$ cat src/rtl/stopwatch_core_pkg.sv
// Shared types, 7-segment code constants and decode helper for the stopwatch core.
package stopwatch_core_pkg;

    typedef logic [3:0] bcd_digit_t;

    // Scan index: which display digit is currently being driven.
    typedef enum logic [1:0] {
        DIG_SEC_ONES = 2'd0,
        DIG_SEC_TENS = 2'd1,
        DIG_MIN_ONES = 2'd2,
        DIG_MIN_TENS = 2'd3
    } digit_idx_t;

    // Segment codes, active-high, bit order {dp,g,f,e,d,c,b,a}; dp always off.
    localparam logic [7:0] SEG_0     = 8'h3F;
    localparam logic [7:0] SEG_1     = 8'h06;
    localparam logic [7:0] SEG_2     = 8'h5B;
    localparam logic [7:0] SEG_3     = 8'h4F;
    localparam logic [7:0] SEG_4     = 8'h66;
    localparam logic [7:0] SEG_5     = 8'h6D;
    localparam logic [7:0] SEG_6     = 8'h7D;
    localparam logic [7:0] SEG_7     = 8'h07;
    localparam logic [7:0] SEG_8     = 8'h7F;
    localparam logic [7:0] SEG_9     = 8'h6F;
    localparam logic [7:0] SEG_BLANK = 8'h00;

    // Active-high anode pattern with every digit dark.
    localparam logic [3:0] ANODE_OFF = 4'b0000;

    function automatic logic [7:0] seg7_decode(input bcd_digit_t d);
        logic [7:0] code;
        case (d)
            4'd0:    code = SEG_0;
            4'd1:    code = SEG_1;
            4'd2:    code = SEG_2;
            4'd3:    code = SEG_3;
            4'd4:    code = SEG_4;
            4'd5:    code = SEG_5;
            4'd6:    code = SEG_6;
            4'd7:    code = SEG_7;
            4'd8:    code = SEG_8;
            4'd9:    code = SEG_9;
            default: code = SEG_BLANK;
        endcase
        return code;
    endfunction

    function automatic logic [3:0] anode_onehot(input digit_idx_t idx);
        return 4'b0001 << idx;
    endfunction

endpackage

$ cat src/rtl/stopwatch_core_if.sv
// Strobe/control inputs and display/status outputs of the stopwatch core.
interface stopwatch_core_if;

    logic        tick_1hz;
    logic        tick_2hz;
    logic        tick_scan;
    logic        tick_blink;
    logic        pause_pulse;
    logic        adj;
    logic        sel;
    logic [15:0] time_bcd;
    logic        paused;
    logic [7:0]  seg;
    logic [3:0]  an;

    modport master (
        output tick_1hz, tick_2hz, tick_scan, tick_blink, pause_pulse, adj, sel,
        input  time_bcd, paused, seg, an
    );

    modport slave (
        input  tick_1hz, tick_2hz, tick_scan, tick_blink, pause_pulse, adj, sel,
        output time_bcd, paused, seg, an
    );

endinterface

$ cat src/rtl/stopwatch_core_bcd_mod_counter.sv
// Two-digit BCD modulo counter: wraps to 00 after WRAP_VAL, flags the wrap as carry.
module bcd_mod_counter
    import stopwatch_core_pkg::*;
#(
    parameter logic [7:0] WRAP_VAL = 8'h59
) (
    input  logic       clk,
    input  logic       rst_n,
    input  logic       inc_i,
    output logic [7:0] count_o,
    output logic       carry_o
);

    bcd_digit_t ones_q, ones_d;
    bcd_digit_t tens_q, tens_d;
    logic       at_wrap;

    assign at_wrap = ({tens_q, ones_q} == WRAP_VAL);
    assign carry_o = inc_i && at_wrap;
    assign count_o = {tens_q, ones_q};

    // Next count: wrap on the full two-digit field, otherwise BCD increment.
    always_comb begin
        ones_d = ones_q;
        tens_d = tens_q;
        if (inc_i) begin
            if (at_wrap) begin
                ones_d = '0;
                tens_d = '0;
            end else if (ones_q == 4'd9) begin
                ones_d = '0;
                tens_d = tens_q + 4'd1;
            end else begin
                ones_d = ones_q + 4'd1;
            end
        end
    end

    // Digit registers.
    always_ff @(posedge clk or negedge rst_n) begin
        if (!rst_n) begin
            ones_q <= '0;
            tens_q <= '0;
        end else begin
            ones_q <= ones_d;
            tens_q <= tens_d;
        end
    end

endmodule

$ cat src/rtl/stopwatch_core.sv
// MM:SS BCD stopwatch with field adjust/blink and multiplexed 4-digit 7-seg drive.
module stopwatch_core
    import stopwatch_core_pkg::*;
#(
    parameter logic [7:0] MIN_WRAP       = 8'h59,
    parameter logic [7:0] SEC_WRAP       = 8'h59,
    parameter bit         SEG_ACTIVE_LOW = 1'b1
) (
    input  logic             clk,
    input  logic             rst_n,
    stopwatch_core_if.slave  sw
);

    localparam logic [3:0] AN_RESET  = SEG_ACTIVE_LOW ? ~ANODE_OFF : ANODE_OFF;
    localparam logic [7:0] SEG_RESET = SEG_ACTIVE_LOW ? ~SEG_BLANK : SEG_BLANK;

    logic       paused_q, paused_d;
    logic       blink_q, blink_d;
    logic       disp_en_q, disp_en_d;
    digit_idx_t idx_q, idx_d;
    logic [3:0] an_q, an_d;
    logic [7:0] seg_q, seg_d;

    logic       run;
    logic       sec_inc, min_inc, sec_carry, min_carry;
    logic [7:0] sec_bcd, min_bcd;

    logic       field_hit;
    logic       lit;
    bcd_digit_t digit;
    logic [3:0] an_act;
    logic [7:0] seg_act;

    // Adjust steps one field only, so the seconds carry is used solely when running.
    always_comb begin
        run     = !sw.adj && !paused_q;
        sec_inc = run ? sw.tick_1hz : (sw.adj && sw.sel && sw.tick_2hz);
        min_inc = run ? (sw.tick_1hz && sec_carry) : (sw.adj && !sw.sel && sw.tick_2hz);
    end

    bcd_mod_counter #(.WRAP_VAL(SEC_WRAP)) u_sec (
        .clk     (clk),
        .rst_n   (rst_n),
        .inc_i   (sec_inc),
        .count_o (sec_bcd),
        .carry_o (sec_carry)
    );

    bcd_mod_counter #(.WRAP_VAL(MIN_WRAP)) u_min (
        .clk     (clk),
        .rst_n   (rst_n),
        .inc_i   (min_inc),
        .count_o (min_bcd),
        .carry_o (min_carry)
    );

    // Pause toggle, blink phase, scan index and display-enable next state.
    always_comb begin
        paused_d  = sw.pause_pulse ? !paused_q : paused_q;
        blink_d   = !sw.adj ? 1'b1 : (sw.tick_blink ? !blink_q : blink_q);
        idx_d     = sw.tick_scan ? digit_idx_t'(idx_q + 2'd1) : idx_q;
        disp_en_d = disp_en_q || sw.tick_scan;
    end

    // Display mux: digits stay dark until the first scan strobe after reset.
    always_comb begin
        case (idx_d)
            DIG_SEC_ONES: digit = sec_bcd[3:0];
            DIG_SEC_TENS: digit = sec_bcd[7:4];
            DIG_MIN_ONES: digit = min_bcd[3:0];
            default:      digit = min_bcd[7:4];
        endcase
        field_hit = sw.sel ? (idx_d == DIG_SEC_ONES || idx_d == DIG_SEC_TENS)
                           : (idx_d == DIG_MIN_ONES || idx_d == DIG_MIN_TENS);
        lit     = disp_en_d && !(sw.adj && !blink_d && field_hit);
        an_act  = lit ? anode_onehot(idx_d) : ANODE_OFF;
        seg_act = lit ? seg7_decode(digit) : SEG_BLANK;
        an_d    = SEG_ACTIVE_LOW ? ~an_act : an_act;
        seg_d   = SEG_ACTIVE_LOW ? ~seg_act : seg_act;
    end

    // State and output registers.
    always_ff @(posedge clk or negedge rst_n) begin
        if (!rst_n) begin
            paused_q  <= 1'b0;
            blink_q   <= 1'b1;
            disp_en_q <= 1'b0;
            idx_q     <= DIG_SEC_ONES;
            an_q      <= AN_RESET;
            seg_q     <= SEG_RESET;
        end else begin
            paused_q  <= paused_d;
            blink_q   <= blink_d;
            disp_en_q <= disp_en_d;
            idx_q     <= idx_d;
            an_q      <= an_d;
            seg_q     <= seg_d;
        end
    end

    assign sw.time_bcd = {min_bcd, sec_bcd};
    assign sw.paused   = paused_q;
    assign sw.an       = an_q;
    assign sw.seg      = seg_q;

    // Minutes wrap needs no further action; the carry is observed only for completeness.
    logic unused_min_carry;
    assign unused_min_carry = min_carry;

endmodule
$ cat src/flat_wrapper.sv
// flat-port wrapper written by rule: the top's interface ports become plain ports
module stopwatch_core_flat import stopwatch_core_pkg::*;
#(
    parameter logic [7:0] MIN_WRAP       = 8'h59,
    parameter logic [7:0] SEC_WRAP       = 8'h59,
    parameter bit         SEG_ACTIVE_LOW = 1'b1
)
  (clk, rst_n, sw_tick_1hz, sw_tick_2hz, sw_tick_scan, sw_tick_blink, sw_pause_pulse, sw_adj, sw_sel, sw_time_bcd, sw_paused, sw_seg, sw_an);
  stopwatch_core_if sw_i ();
  input  logic clk;
  input  logic rst_n;
  input wire logic [$bits(sw_i.tick_1hz)-1:0] sw_tick_1hz;
  input wire logic [$bits(sw_i.tick_2hz)-1:0] sw_tick_2hz;
  input wire logic [$bits(sw_i.tick_scan)-1:0] sw_tick_scan;
  input wire logic [$bits(sw_i.tick_blink)-1:0] sw_tick_blink;
  input wire logic [$bits(sw_i.pause_pulse)-1:0] sw_pause_pulse;
  input wire logic [$bits(sw_i.adj)-1:0] sw_adj;
  input wire logic [$bits(sw_i.sel)-1:0] sw_sel;
  output wire logic [$bits(sw_i.time_bcd)-1:0] sw_time_bcd;
  output wire logic [$bits(sw_i.paused)-1:0] sw_paused;
  output wire logic [$bits(sw_i.seg)-1:0] sw_seg;
  output wire logic [$bits(sw_i.an)-1:0] sw_an;
  assign sw_i.tick_1hz = sw_tick_1hz;
  assign sw_i.tick_2hz = sw_tick_2hz;
  assign sw_i.tick_scan = sw_tick_scan;
  assign sw_i.tick_blink = sw_tick_blink;
  assign sw_i.pause_pulse = sw_pause_pulse;
  assign sw_i.adj = sw_adj;
  assign sw_i.sel = sw_sel;
  assign sw_time_bcd = sw_i.time_bcd;
  assign sw_paused = sw_i.paused;
  assign sw_seg = sw_i.seg;
  assign sw_an = sw_i.an;
  stopwatch_core #(.MIN_WRAP(MIN_WRAP), .SEC_WRAP(SEC_WRAP), .SEG_ACTIVE_LOW(SEG_ACTIVE_LOW)) u_core (.clk(clk), .rst_n(rst_n), .sw(sw_i));
endmodule
$ cat config.mk
export PLATFORM = sky130hd
export DESIGN_NAME = stopwatch_core_flat
export DESIGN_NICKNAME = d
export VERILOG_FILES = /design/src/rtl/stopwatch_core_pkg.sv /design/src/rtl/stopwatch_core_if.sv /design/src/rtl/stopwatch_core_bcd_mod_counter.sv /design/src/rtl/stopwatch_core.sv /design/src/flat_wrapper.sv
export SDC_FILE = /design/constraint.sdc
export NUM_CORES = 1
export LEC_CHECK = 0
export ABC_AREA = 1
export CORE_UTILIZATION = 46
export DETAILED_ROUTE_END_ITERATION = 6
export PLACE_DENSITY = 0.79
export SLEW_MARGIN = 20
export SYNTH_ARGS = -nofsm -noshare
export SYNTH_HDL_FRONTEND = slang
export SYNTH_SLANG_ARGS = --single-unit
$ cat constraint.sdc
create_clock -name clk -period 1.8 [get_ports clk]
set_input_delay 0.36 -clock clk [delete_from_list [all_inputs] [get_ports clk]]
set_output_delay 0.36 -clock clk [all_outputs]
set_load 0.005 [all_outputs]
==> metrics, run 1 <==
final clock skew=12.0 ps; total number of placement rows=22; worst-case vdd ir drop=0.753 mV; pin count of the biggest net entering global routing=33; detailed-route DRC error count=0; Sinks on Clock Net=32; area of the core=3770 µm²; CTS clk-pin slew, worst paths=70 ps; total gr overflow=0; gate family responsible for the most delay along the worst path=buffers and inverters; cell area after synthesis=1860 µm²; reg2reg end=u_core.sw.seg[3]; pre-CTS setup slack=-481 ps; port bufs=36; number of unique standard cell types used by synthesis=31; clock buffer depth=2; insertion delay to the later sink of the worst-skew pair=290 ps; Worst path slowest cell=sky130_fd_sc_hd__clkdlybuf4s50_1; Routed Antenna Nets=0; sequential cell area fraction in the yosys report=0.438; final worst-path cycle share=0.942; most used flip-flop cell after synthesis=sky130_fd_sc_hd__dfrtp_1; initial DRC count=73; CTS tree=yes; type of destination of the critical path=output pin; worst hold slack=390 ps; minimum setup slack among reg-to-reg paths=120 ps; Fin. Hold Viols=0; number of synthesized flops with an enable pin=0; placer congestion estimate=0.854; CP Capture Point=sw_time_bcd[6]; via count of the first global-routing pass=1579; number of vias after detailed routing=1593; CP Depth=1; first element of the critical path=u_core.u_sec.tens_q[2]; Design Area, Final=2590 µm²; filler cell count=295; nature of the critical path startpoint=flop; antenna diode count=0; final wirelength=3.99 mm; worst path required time=1440 ps; Max Transition Viols Final=0; leakage=1.22 nW; number of cells traversed by the worst register-to-register path=12; die width=65.6 µm; Yosys warning total=0; average via count per standard cell=4.93; reg2reg start=u_core.idx_q[0]; global-route wire length before repair=6.87 mm; worst min-delay path category=in2reg; Pwr per Cell Area=1590 nW/µm²; critical path data arrival time=1340 ps; Max Fclk=590 MHz; Avg Synthesized Cell Area=8.91 µm²; buffers plus inverters on the worst setup path=1; final worst setup slack=104 ps; post-synthesis to final-layout area growth=39.0%; floorplan die area=4310 µm²; GR Util All Layers=0.212; Detailed Routing Iterations Pass 1=4; RSZ-0062 raised after global routing=true; Net count, final=296; Die Y=65.6 µm; share of final-layout standard cells stronger than drive strength 1=0.287; Avg WL per Cell=12.3 µm; post-detailed-placement cell area=2420 µm²; async set-or-reset flop fraction in the synthesized netlist=1.00; Worst Path Class, Setup=reg2out; synthesized net count=231; min cycle time layout=1700 ps; clock buffers created by TritonCTS=5; cells after synthesis=209; clock root buffer=sky130_fd_sc_hd__clkbuf_8; H-Tree Level Count=2; post-synthesis sequential element count=32; HPWL after detailed placement=2.96 mm; biggest cell delay along the critical path=580 ps; total of endpoints with negative setup slack in the final report=0; I/O pin count=38; max-cap check violation count=0; result of the run=finished, final reports clean; starting density of the core=0.494; CP max FO=6; antenna violations before repair=0; critical-path cell list=clkdlybuf4s50_1
## cell type report
class | instances | area, µm² | share of cell area
clock inverters | 1 | 5.00 | 0.00193
inverters | 30 | 115 | 0.0445
repair buffers | 59 | 528 | 0.204
clock buffers | 7 | 76.3 | 0.0295
flip-flops and latches | 32 | 817 | 0.316
multi-input cells | 146 | 987 | 0.381
well taps | 48 | 60.1 | 0.0232
## through the flow
| step | setup TNS, ps | power [mW] | std cells | util |
|---|---|---|---|---|
| floorplan | 0 | 2.44 | 209 | - |
| global placement | -2640 | 3.40 | 311 | 0.641 |
| detailed placement | -3090 | 3.46 | 311 | 0.641 |
| CTS | 0 | 4.00 | 319 | 0.663 |
| global route | -43.1 | 4.48 | 323 | 0.686 |
| finish | 0 | 4.11 | 323 | 0.686 |
## cells in the final DEF, fill, tap and decap left out, types with 3 or more instances in the layout
| cell type | count |
|---|---|
| sky130_fd_sc_hd__inv_1 | 24 |
| sky130_fd_sc_hd__nand2_1 | 38 |
| sky130_fd_sc_hd__dfstp_2 | 12 |
| sky130_fd_sc_hd__inv_2 | 5 |
| sky130_fd_sc_hd__ha_1 | 11 |
| sky130_fd_sc_hd__nand2_2 | 7 |
| sky130_fd_sc_hd__nand3_1 | 26 |
| sky130_fd_sc_hd__clkbuf_8 | 5 |
| sky130_fd_sc_hd__clkdlybuf4s50_1 | 35 |
| sky130_fd_sc_hd__a21oi_1 | 7 |
| sky130_fd_sc_hd__nor2_1 | 5 |
| sky130_fd_sc_hd__buf_4 | 23 |
| sky130_fd_sc_hd__xor2_1 | 4 |
| sky130_fd_sc_hd__nor3_1 | 3 |
| sky130_fd_sc_hd__o21ai_0 | 7 |
| sky130_fd_sc_hd__dfrtp_1 | 19 |
| sky130_fd_sc_hd__nand2_4 | 8 |
| sky130_fd_sc_hd__nand3_2 | 3 |
| sky130_fd_sc_hd__nor2_4 | 4 |
| sky130_fd_sc_hd__o22ai_1 | 4 |
| sky130_fd_sc_hd__nand3b_1 | 4 |
## worst min-delay path by stage
stage,start,endpoint,slack (ps),cells past startpoint
detailed placement,u_core.disp_en_q,u_core.disp_en_q,450,1
global placement,u_core.disp_en_q,u_core.disp_en_q,440,1
CTS,u_core.disp_en_q,u_core.disp_en_q,470,1
global route,sw_tick_scan,u_core.disp_en_q,410,2
finish,sw_tick_scan,u_core.disp_en_q,390,2
floorplan,rst_n,u_core.disp_en_q,60,0
## layer usage
layer | routed length [µm] | share of wire | track usage | vias to the layer above
met5 | 0 | 0 | 0 | -
met4 | 81 | 0.020 | 0.0978 | 0
met3 | 120 | 0.030 | 0.0382 | 8
met2 | 2020 | 0.51 | 0.369 | 34
met1 | 1760 | 0.44 | 0.251 | 746
li1 | - | - | - | 805
## logic make-up after synthesis
family,after synthesis,share of synthesized area
simple gates,104,0.308
xor+xnor,5,0.0235
other cells,1,0.00201
mux,1,0.00537
fa+ha+maj,13,0.0873
buf+inv,31,0.0658
flops,32,0.438
compound gates,22,0.0705
## power breakdown
part / internal [mW] / switching (mW)
combinational: 1.17 / 1.07
sequential: 1.08 / 0.256
clock: 0.271 / 0.256
## state kept, by name, indices dropped and copies added (netlist names)
| register | cells |
|---|---|
| u_core.blink_q | 1 |
| u_core.u_min.tens_q | 4 |
| u_core.u_sec.tens_q | 4 |
| u_core.disp_en_q | 1 |
| u_core.u_min.ones_q | 4 |
| u_core.sw.paused | 1 |
| u_core.sw.seg | 7 |
| u_core.idx_q | 2 |
| u_core.sw.an | 4 |
| u_core.u_sec.ones_q | 4 |
## cell usage after synthesis, types with 3 or more instances
library cell               count  share of area
sky130_fd_sc_hd__a21oi_1       7          0.019
sky130_fd_sc_hd__dfrtp_1      20           0.27
sky130_fd_sc_hd__dfstp_2      12           0.17
sky130_fd_sc_hd__ha_1         13          0.087
sky130_fd_sc_hd__inv_1        28          0.056
sky130_fd_sc_hd__nand2_1      41          0.083
sky130_fd_sc_hd__nand2_2       5          0.017
sky130_fd_sc_hd__nand2_4       7          0.042
sky130_fd_sc_hd__nand3_1      29          0.078
sky130_fd_sc_hd__nand3b_1      4          0.016
sky130_fd_sc_hd__nor2_1        6          0.012
sky130_fd_sc_hd__nor3_1        3         0.0081
sky130_fd_sc_hd__o21ai_0       7          0.019
sky130_fd_sc_hd__o22ai_1       4          0.013
sky130_fd_sc_hd__xor2_1        4          0.019
## timing repair
item | CTS | global route
pin swaps | 0 | 10
cloned | 0 | 0
gates resized for setup | 1 | 20
buffers inserted | 0 | 4
endpoints found under the setup margin | 6 | 11
hold buffers | 0 | 0
hold endpoints to repair | 0 | 0
(Power assumes the default switching activity.)
==> inputs of run 2 (changes only) <==
Settings changed: MAX_ROUTING_LAYER from default to met4.
==> metrics, run 2 (synthesis results as in run 1) <==
worst-case vdd ir drop=0.754 mV; worst min-delay path category=in2reg; Fin. Hold Viols=0; Routed Antenna Nets=0; insertion delay to the later sink of the worst-skew pair=290 ps; average via count per standard cell=4.93; Sinks on Clock Net=32; result of the run=finished, final reports clean; Net count, final=296; buffers plus inverters on the worst setup path=1; initial DRC count=74; CP max FO=6; Hold-fix buffers, CTS=0; CTS tree=yes; Worst Path Class, Setup=reg2out; starting density of the core=0.494; Worst path slowest cell=sky130_fd_sc_hd__clkdlybuf4s50_1; number of flip-flops in the largest register=7; post-detailed-placement cell area=2420 µm²; H-Tree Level Count=2; total number of placement rows=22; final wirelength=3.98 mm; floorplan die area=4310 µm²; Die Y=65.6 µm; post-synthesis to final-layout area growth=39.0%; max-cap check violation count=0; clock buffers created by TritonCTS=5; share of final-layout standard cells stronger than drive strength 1=0.287; type of destination of the critical path=output pin; HPWL after detailed placement=2.96 mm; total of endpoints with negative setup slack in the final report=0; Design Area, Final=2590 µm²; Register Area=817 µm²; leakage=1.22 nW; antenna violations before repair=0; final clock skew=12.4 ps; clock buffer depth=2; port bufs=36; commonest cells after routing, fill and taps aside=38 x sky130_fd_sc_hd__nand2_1, 35 x sky130_fd_sc_hd__clkdlybuf4s50_1, 26 x sky130_fd_sc_hd__nand3_1; nature of the critical path startpoint=flop; Detailed Routing Iterations Pass 1=4; I/O pin count=38; Pwr per Cell Area=1590 nW/µm²; antenna diode count=0; critical-path cell list=clkdlybuf4s50_1; die width=65.6 µm; most common library cell in the layout ignoring fill and taps=sky130_fd_sc_hd__nand2_1; area of the core=3770 µm²; via count of the first global-routing pass=1579; number of vias after detailed routing=1591; clock root buffer=sky130_fd_sc_hd__clkbuf_8; Max Fclk=590 MHz; final worst-path cycle share=0.942; total gr overflow=0; filler cell count=295; biggest cell delay along the critical path=570 ps; worst hold slack=384 ps; GR Util All Layers=0.218; pin count of the biggest net entering global routing=33; worst path required time=1440 ps; RSZ-0062 raised after global routing=true; CTS clk-pin slew, worst paths=70 ps; placer congestion estimate=0.867; multi-input combinational cell area=987 µm²; critical path data arrival time=1340 ps; global-route wire length before repair=6.88 mm; Max Transition Viols Final=0; detailed-route DRC error count=0; gate family responsible for the most delay along the worst path=buffers and inverters; Avg WL per Cell=12.3 µm; min cycle time layout=1700 ps
==> run 2: timing repair <==
item,4_1_cts,5_1_grt
setup buffers,0,4
resized for setup,1,20
pin swaps,0,10
setup endpoints to repair,6,11
==> run 2: final timing paths <==
kind | start | end | slack [ps] | depth (start not counted)
worst max-delay path | u_core.u_sec.tens_q[2] | sw_time_bcd[6] | 100 | 1
worst min-delay path | sw_tick_scan | u_core.disp_en_q | 380 | 2
worst max register to register | u_core.idx_q[0] | u_core.sw.seg[3] | 120 | 12
worst min register to register | u_core.disp_en_q | u_core.disp_en_q | 470 | 1
max in group asynchronous | rst_n | u_core.sw.seg[2] | 990 | 2
min in group asynchronous | rst_n | u_core.u_sec.tens_q[2] | 470 | 2
==> run 2: power by group <==
group | switching [mW] | internal [mW]
Combinational | 1.07 | 1.17
Sequential | 0.256 | 1.08
Clock | 0.257 | 0.271
Total | 1.58 | 2.53
==> run 2: layout make-up <==
type / count / share of cell area
Multi-Input combinational cell: 146 / 0.381
Timing Repair Buffer: 59 / 0.204
Clock buffer: 7 / 0.0295
Clock inverter: 1 / 0.00193
Tap cell: 48 / 0.0232
Inverter: 30 / 0.0445
Sequential cell: 32 / 0.316
==> run 2: layer usage <==
| metal | share of wire | up-vias | global-route usage |
|---|---|---|---|
| met5 | 0 | - | - |
| met4 | 0.020 | 0 | 0.0978 |
| met2 | 0.51 | 32 | 0.369 |
| li1 | - | 804 | - |
| met1 | 0.44 | 747 | 0.252 |
| met3 | 0.029 | 8 | 0.0365 |
==> run 2: metrics by stage <==
stage | setup WS, ps | cells | setup TNS [ps] | utilization | total power, mW
finish | 105 | 323 | 0 | 0.686 | 4.11
global route | -12.6 | 323 | -43.1 | 0.686 | 4.48
CTS | 54.3 | 319 | 0 | 0.663 | 4.00
detailed placement | -481 | 311 | -3090 | 0.641 | 3.46
global placement | -409 | 311 | -2640 | 0.641 | 3.40
floorplan | 87.9 | 209 | 0 | - | 2.44
==> inputs of run 3 (changes only) <==
Settings changed: CAP_MARGIN from default to 30.
==> results of run 3 <==
Same layout as run 2: the final DEF is identical, and so are final timing and power.
